`src/rtl/pc_fetch_ctrl.sv`:
```
// pc_fetch_ctrl: program-counter register and instruction-fetch sequencer.
// Holds the PC, fetches one instruction at a time over a req/ack handshake,
// keeps it for decode until released, then advances to PC+4 or a branch target.
module pc_fetch_ctrl #(
    parameter logic [31:0] RESET_PC = 32'h0000_0000,
    parameter int unsigned MAX_WAIT = 15
) (
    input  logic        clk_i,
    input  logic        rst_i,
    input  logic [31:0] pc_plus4_i,
    input  logic        branch_i,
    input  logic [31:0] branch_target_i,
    input  logic        stall_i,
    input  logic        imem_ack_i,
    input  logic [31:0] imem_data_i,
    output logic [31:0] pc_o,
    output logic        imem_req_o,
    output logic [31:0] imem_addr_o,
    output logic [31:0] instr_o,
    output logic        instr_valid_o,
    output logic        misalign_o,
    output logic        fetch_err_o
);

    typedef enum logic [1:0] {
        S_IDLE  = 2'd0,
        S_FETCH = 2'd1,
        S_HOLD  = 2'd2,
        S_ERROR = 2'd3
    } state_t;

    // Timeout limit as an 8-bit constant so it compares directly with the counter.
    localparam logic [7:0] MAX_WAIT_C = 8'(MAX_WAIT);

    state_t      state_q, state_d;
    logic [31:0] pc_q, pc_d;
    logic [31:0] instr_q, instr_d;
    logic        instr_valid_q, instr_valid_d;
    logic        fetch_err_q, fetch_err_d;
    logic [7:0]  wait_cnt_q, wait_cnt_d;
    logic        hold_release;

    // Decode is letting go of the current instruction this cycle.
    assign hold_release = (state_q == S_HOLD) && !stall_i;

    // Next-state and next-register computation; every register holds by default.
    always_comb begin
        state_d       = state_q;
        pc_d          = pc_q;
        instr_d       = instr_q;
        instr_valid_d = instr_valid_q;
        fetch_err_d   = fetch_err_q;
        wait_cnt_d    = wait_cnt_q;
        case (state_q)
            S_IDLE: begin
                state_d = S_FETCH;
            end
            S_FETCH: begin
                if (imem_ack_i) begin
                    instr_d       = imem_data_i;
                    instr_valid_d = 1'b1;
                    wait_cnt_d    = 8'd0;
                    state_d       = S_HOLD;
                end else begin
                    wait_cnt_d = wait_cnt_q + 8'd1;
                    if (wait_cnt_d == MAX_WAIT_C) begin
                        fetch_err_d = 1'b1;
                        state_d     = S_ERROR;
                    end
                end
            end
            S_HOLD: begin
                if (!stall_i) begin
                    // Branch targets are forced word-aligned; misalign_o flags the drop.
                    pc_d          = branch_i ? {branch_target_i[31:2], 2'b00} : pc_plus4_i;
                    instr_valid_d = 1'b0;
                    state_d       = S_FETCH;
                end
            end
            S_ERROR: begin
                // Sticky until reset; late acks are ignored.
                state_d = S_ERROR;
            end
            default: begin
                state_d = S_IDLE;
            end
        endcase
    end

    // State and datapath registers with synchronous active-low reset.
    always_ff @(posedge clk_i) begin
        if (!rst_i) begin
            state_q       <= S_IDLE;
            pc_q          <= RESET_PC;
            instr_q       <= 32'd0;
            instr_valid_q <= 1'b0;
            fetch_err_q   <= 1'b0;
            wait_cnt_q    <= 8'd0;
        end else begin
            state_q       <= state_d;
            pc_q          <= pc_d;
            instr_q       <= instr_d;
            instr_valid_q <= instr_valid_d;
            fetch_err_q   <= fetch_err_d;
            wait_cnt_q    <= wait_cnt_d;
        end
    end

    assign pc_o          = pc_q;
    assign imem_req_o    = (state_q == S_FETCH);
    assign imem_addr_o   = pc_q;
    assign instr_o       = instr_q;
    assign instr_valid_o = instr_valid_q;
    assign misalign_o    = hold_release && branch_i && (branch_target_i[1:0] != 2'b00);
    assign fetch_err_o   = fetch_err_q;

endmodule
```
`config.mk`:
```
export PLATFORM = sky130hd
export DESIGN_NAME = pc_fetch_ctrl
export DESIGN_NICKNAME = d
export VERILOG_FILES = /design/src/rtl/pc_fetch_ctrl.sv
export SDC_FILE = /design/constraint.sdc
export NUM_CORES = 1
export LEC_CHECK = 0
export ABC_AREA = 1
export CORE_MARGIN = 3
export CORE_UTILIZATION = 39
export CTS_BUF_LIST = sky130_fd_sc_hd__clkbuf_8
export CTS_CLUSTER_DIAMETER = 120
export DETAILED_ROUTE_END_ITERATION = 12
export PLACE_DENSITY = 0.93
export SYNTH_ARGS = -nofsm -noshare
export SYNTH_HDL_FRONTEND = slang
export SYNTH_SLANG_ARGS = --single-unit
export TNS_END_PERCENT = 10
```
`constraint.sdc`:
```
create_clock -name clk_i -period 1.5 [get_ports clk_i]
set_input_delay 0.375 -clock clk_i [delete_from_list [all_inputs] [get_ports clk_i]]
set_output_delay 0.375 -clock clk_i [all_outputs]
set_load 0.01 [all_outputs]
```
==> metrics <==
R2R Path End fetch_err_o; placed cell count 768; Port Buf Inserts 200; Post-DP Area 0.00546 mm2; 1st-iter DRT viols 196; number of I/O pins 201; critical path arrival 1060 ps; gpl congestion 0.751; Tot GR Track Use 21.0%; R2R cell count 8; combinational cell fraction of total power 18.9%; switching power 1.21 mW; Non-Filler Instances 786; Crit path required time 1120 ps; first-pass GRT wire length 17.3 mm; vias in the first global route 3724; Post-Route M1 WL 4.28 mm; uppermost routed layer met4; Synth Cell Area 0.00349 mm2; met2 routed WL 5.60 mm; Fmax 695 MHz; fin crit share 95.9%; Die Y 101 um; #FFs+latches synth 76; TritonCTS clock tree yes; Setup crit start state_q[1]; DR WL/cell 14.1 um; clock power share 35.7%; Worst setup SP type flop; Initial Util 41.3%; met3 wire len 1.01 mm; Worst-Margin Slew 398 ps; ant diodes 0; layout cells sized above 1 7.93%; CP max FO 2; Worst slew margin 73.4%; total congestion overflow 0; Final min period 1440 ps; Seq pwr share 45.5%; Setup Viol. Count Final 0; routed via count 3840; TritonRoute pass-1 iters 4; hpwl dp 8.15 mm; Sequential Area 0.00153 mm2; area of the multi-input gates 0.00147 mm2; Num CTS Buffers 9; worst vdd ir 0.000573 V; CTS H-Tree Depth 3; # rows 33; Clock Skews 11.1 ps; vias per cell 4.89; r2r startpoint wait_cnt_q[1]; RSZ-0062 raised after global routing no; core area 0.00846 mm2; worst-skew pair later-pin latency 340 ps; Worst Setup EP imem_req_o; WS Path Type reg2out; final slew viol count 0; internal power 3.54 mW; final hold viol count 0; synth unique cells 23; Die W 101 um; PwrDens 843 mW/mm2; MaxCap Viol Count 0; Post-Syn Nets 607; final wirelength 11.1 mm; Gate Count Post-Synth 504; Syn Area/Cell 6.93 um2; Area Overhead vs Synth 61.5%; layout net count 779; Fill cells 753; LEAKAGE 2.71 nW; Final Cell Area 0.00564 mm2; Worst Setup End Kind primary output; Worst Hold Class reg2reg; DRC 0; Synth Warn # 0; CTS Hold Bufs 0; Die Area 0.0101 mm2; switching power share of the total 25.6%; antenna viol nets, final 0; post-layout util 66.7%; Setup TNS 0 ps; clock slew at reported path FFs 90 ps; largest net degree at the start of global routing 66; register area share after synthesis 43.6%; status finished clean; initial antenna violation count 0; clock tree buffer depth 2; CTS Root Cell clkbuf_8; clk sink count 76; Worst R2R Setup Slack 90 ps
-- stage by stage --
| step | total power, mW | worst slack (ps) | hold WS [ps] |
|---|---|---|---|
| final | 4.75 | 61.4 | 455 |
| after floorplan | 2.59 | 100 | 458 |
| after global routing | 4.95 | 4.15 | 479 |
| after CTS | 4.78 | -20.0 | 457 |
| after detailed placement | 3.17 | -589 | 445 |
| after global placement | 3.14 | -528 | 442 |
-- flip-flops by register name (all words and copies together), names as in the netlist --
signal,cells
imem_addr_o,32
instr_o,32
wait_cnt_q,8
state_q,2
fetch_err_o,1
instr_valid_o,1
-- cell families after synthesis --
| family | after synthesis | share of synthesized area [%] |
|---|---|---|
| compound gates | 110 | 15.9 |
| buf+inv | 105 | 15.3 |
| flops | 76 | 43.6 |
| fa+ha+maj | 2 | 0.716 |
| simple gates | 211 | 24.5 |
-- metal layers --
layer	up-vias	global-route usage, %
met5	-	0
met1	1743	23.1
li1	1902	-
met2	174	38.2
met4	0	7.36
met3	21	6.09
-- critical path, cell delays in order (launching register included) --
cell	delay (ps)
dfxtp_1	340
buf_4	150
nor2_4	100
buf_2	140
-- cells in the mapped netlist --
cell	number	area share, %
nand2_1	181	19
dfxtp_1	76	44
a21oi_1	74	11
inv_1	42	4.5
buf_4	35	7.5
o21ai_0	34	4.9
clkbuf_1	15	1.6
nand3_1	12	1.7
buf_2	8	1.1
nor2_1	7	0.75
inv_2	4	0.43
nand4_1	3	0.54
ha_1	2	0.72
nand3b_1	2	0.43
a21oi_2	1	0.25
clkinv_1	1	0.11
nand2_2	1	0.18
nor2_2	1	0.18
nor2_4	1	0.32
nor2_8	1	0.57
nor3_1	1	0.14
o21bai_1	1	0.21
or2_1	1	0.18
-- how the worst min path moves through the flow --
stage                      end  depth (start not counted)            start
2_1_floorplan    wait_cnt_q[7]                          2    wait_cnt_q[7]
3_3_place_gp    imem_addr_o[9]                          2   imem_addr_o[9]
3_5_place_dp       fetch_err_o                          2      fetch_err_o
4_1_cts            fetch_err_o                          2      fetch_err_o
5_1_grt        imem_addr_o[14]                          2  imem_addr_o[14]
6_report           fetch_err_o                          2      fetch_err_o
-- layout make-up --
cell class,count,share of cell area [%]
clock buffers,9,2.20
clock inverters,7,1.62
inverters,47,3.17
multi-input cells,323,26.1
flip-flops and latches,76,27.0
well taps,105,2.33
repair buffers,219,37.5
-- layout by cell type (no fill, tap or decap) --
| master | synthesis | layout |
|---|---|---|
| a21oi_1 | 74 | 74 |
| a21oi_2 | 1 | 1 |
| buf_12 | 0 | 6 |
| buf_2 | 8 | 2 |
| buf_4 | 35 | 11 |
| buf_6 | 0 | 1 |
| bufbuf_16 | 0 | 1 |
| bufinv_16 | 0 | 2 |
| clkbuf_8 | 0 | 9 |
| clkdlybuf4s50_1 | 0 | 96 |
| clkinv_1 | 1 | 1 |
| clkinv_2 | 0 | 2 |
| clkinv_4 | 0 | 1 |
| dfxtp_1 | 76 | 73 |
| dfxtp_2 | 0 | 3 |
| dlygate4sd2_1 | 0 | 100 |
| dlymetal6s2s_1 | 0 | 2 |
| ha_1 | 2 | 1 |
| ha_4 | 0 | 1 |
| inv_1 | 42 | 43 |
| inv_2 | 4 | 3 |
| inv_4 | 0 | 1 |
| inv_6 | 0 | 1 |
| nand2_1 | 181 | 181 |
| nand2_2 | 1 | 1 |
| nand3_1 | 12 | 11 |
| nand3_4 | 0 | 1 |
| nand3b_1 | 2 | 2 |
| nand4_1 | 3 | 3 |
| nor2_1 | 7 | 4 |
| nor2_2 | 1 | 4 |
| nor2_4 | 1 | 1 |
| nor2_8 | 1 | 1 |
| nor3_1 | 1 | 1 |
| o21ai_0 | 34 | 33 |
| o21ai_2 | 0 | 1 |
| o21bai_1 | 1 | 1 |
| or2_1 | 1 | 1 |
-- power groups by stage --
stage | clock network (mW) | registers [mW] | logic, mW
6_report | 1.69 | 2.16 | 0.898
5_1_grt | 1.80 | 2.17 | 0.981
4_1_cts | 1.73 | 2.16 | 0.896
3_5_place_dp | 0 | 2.21 | 0.957
3_3_place_gp | 0 | 2.20 | 0.937
2_1_floorplan | 0 | 2.24 | 0.351
-- repair_timing --
item,4_1_cts,5_1_grt
setup buffers,0,1
endpoints found under the setup margin,132,3
pin swaps,2,2
cloned,1,0
gates resized for setup,113,13
Note: power is estimated with default switching activity, not from simulation.
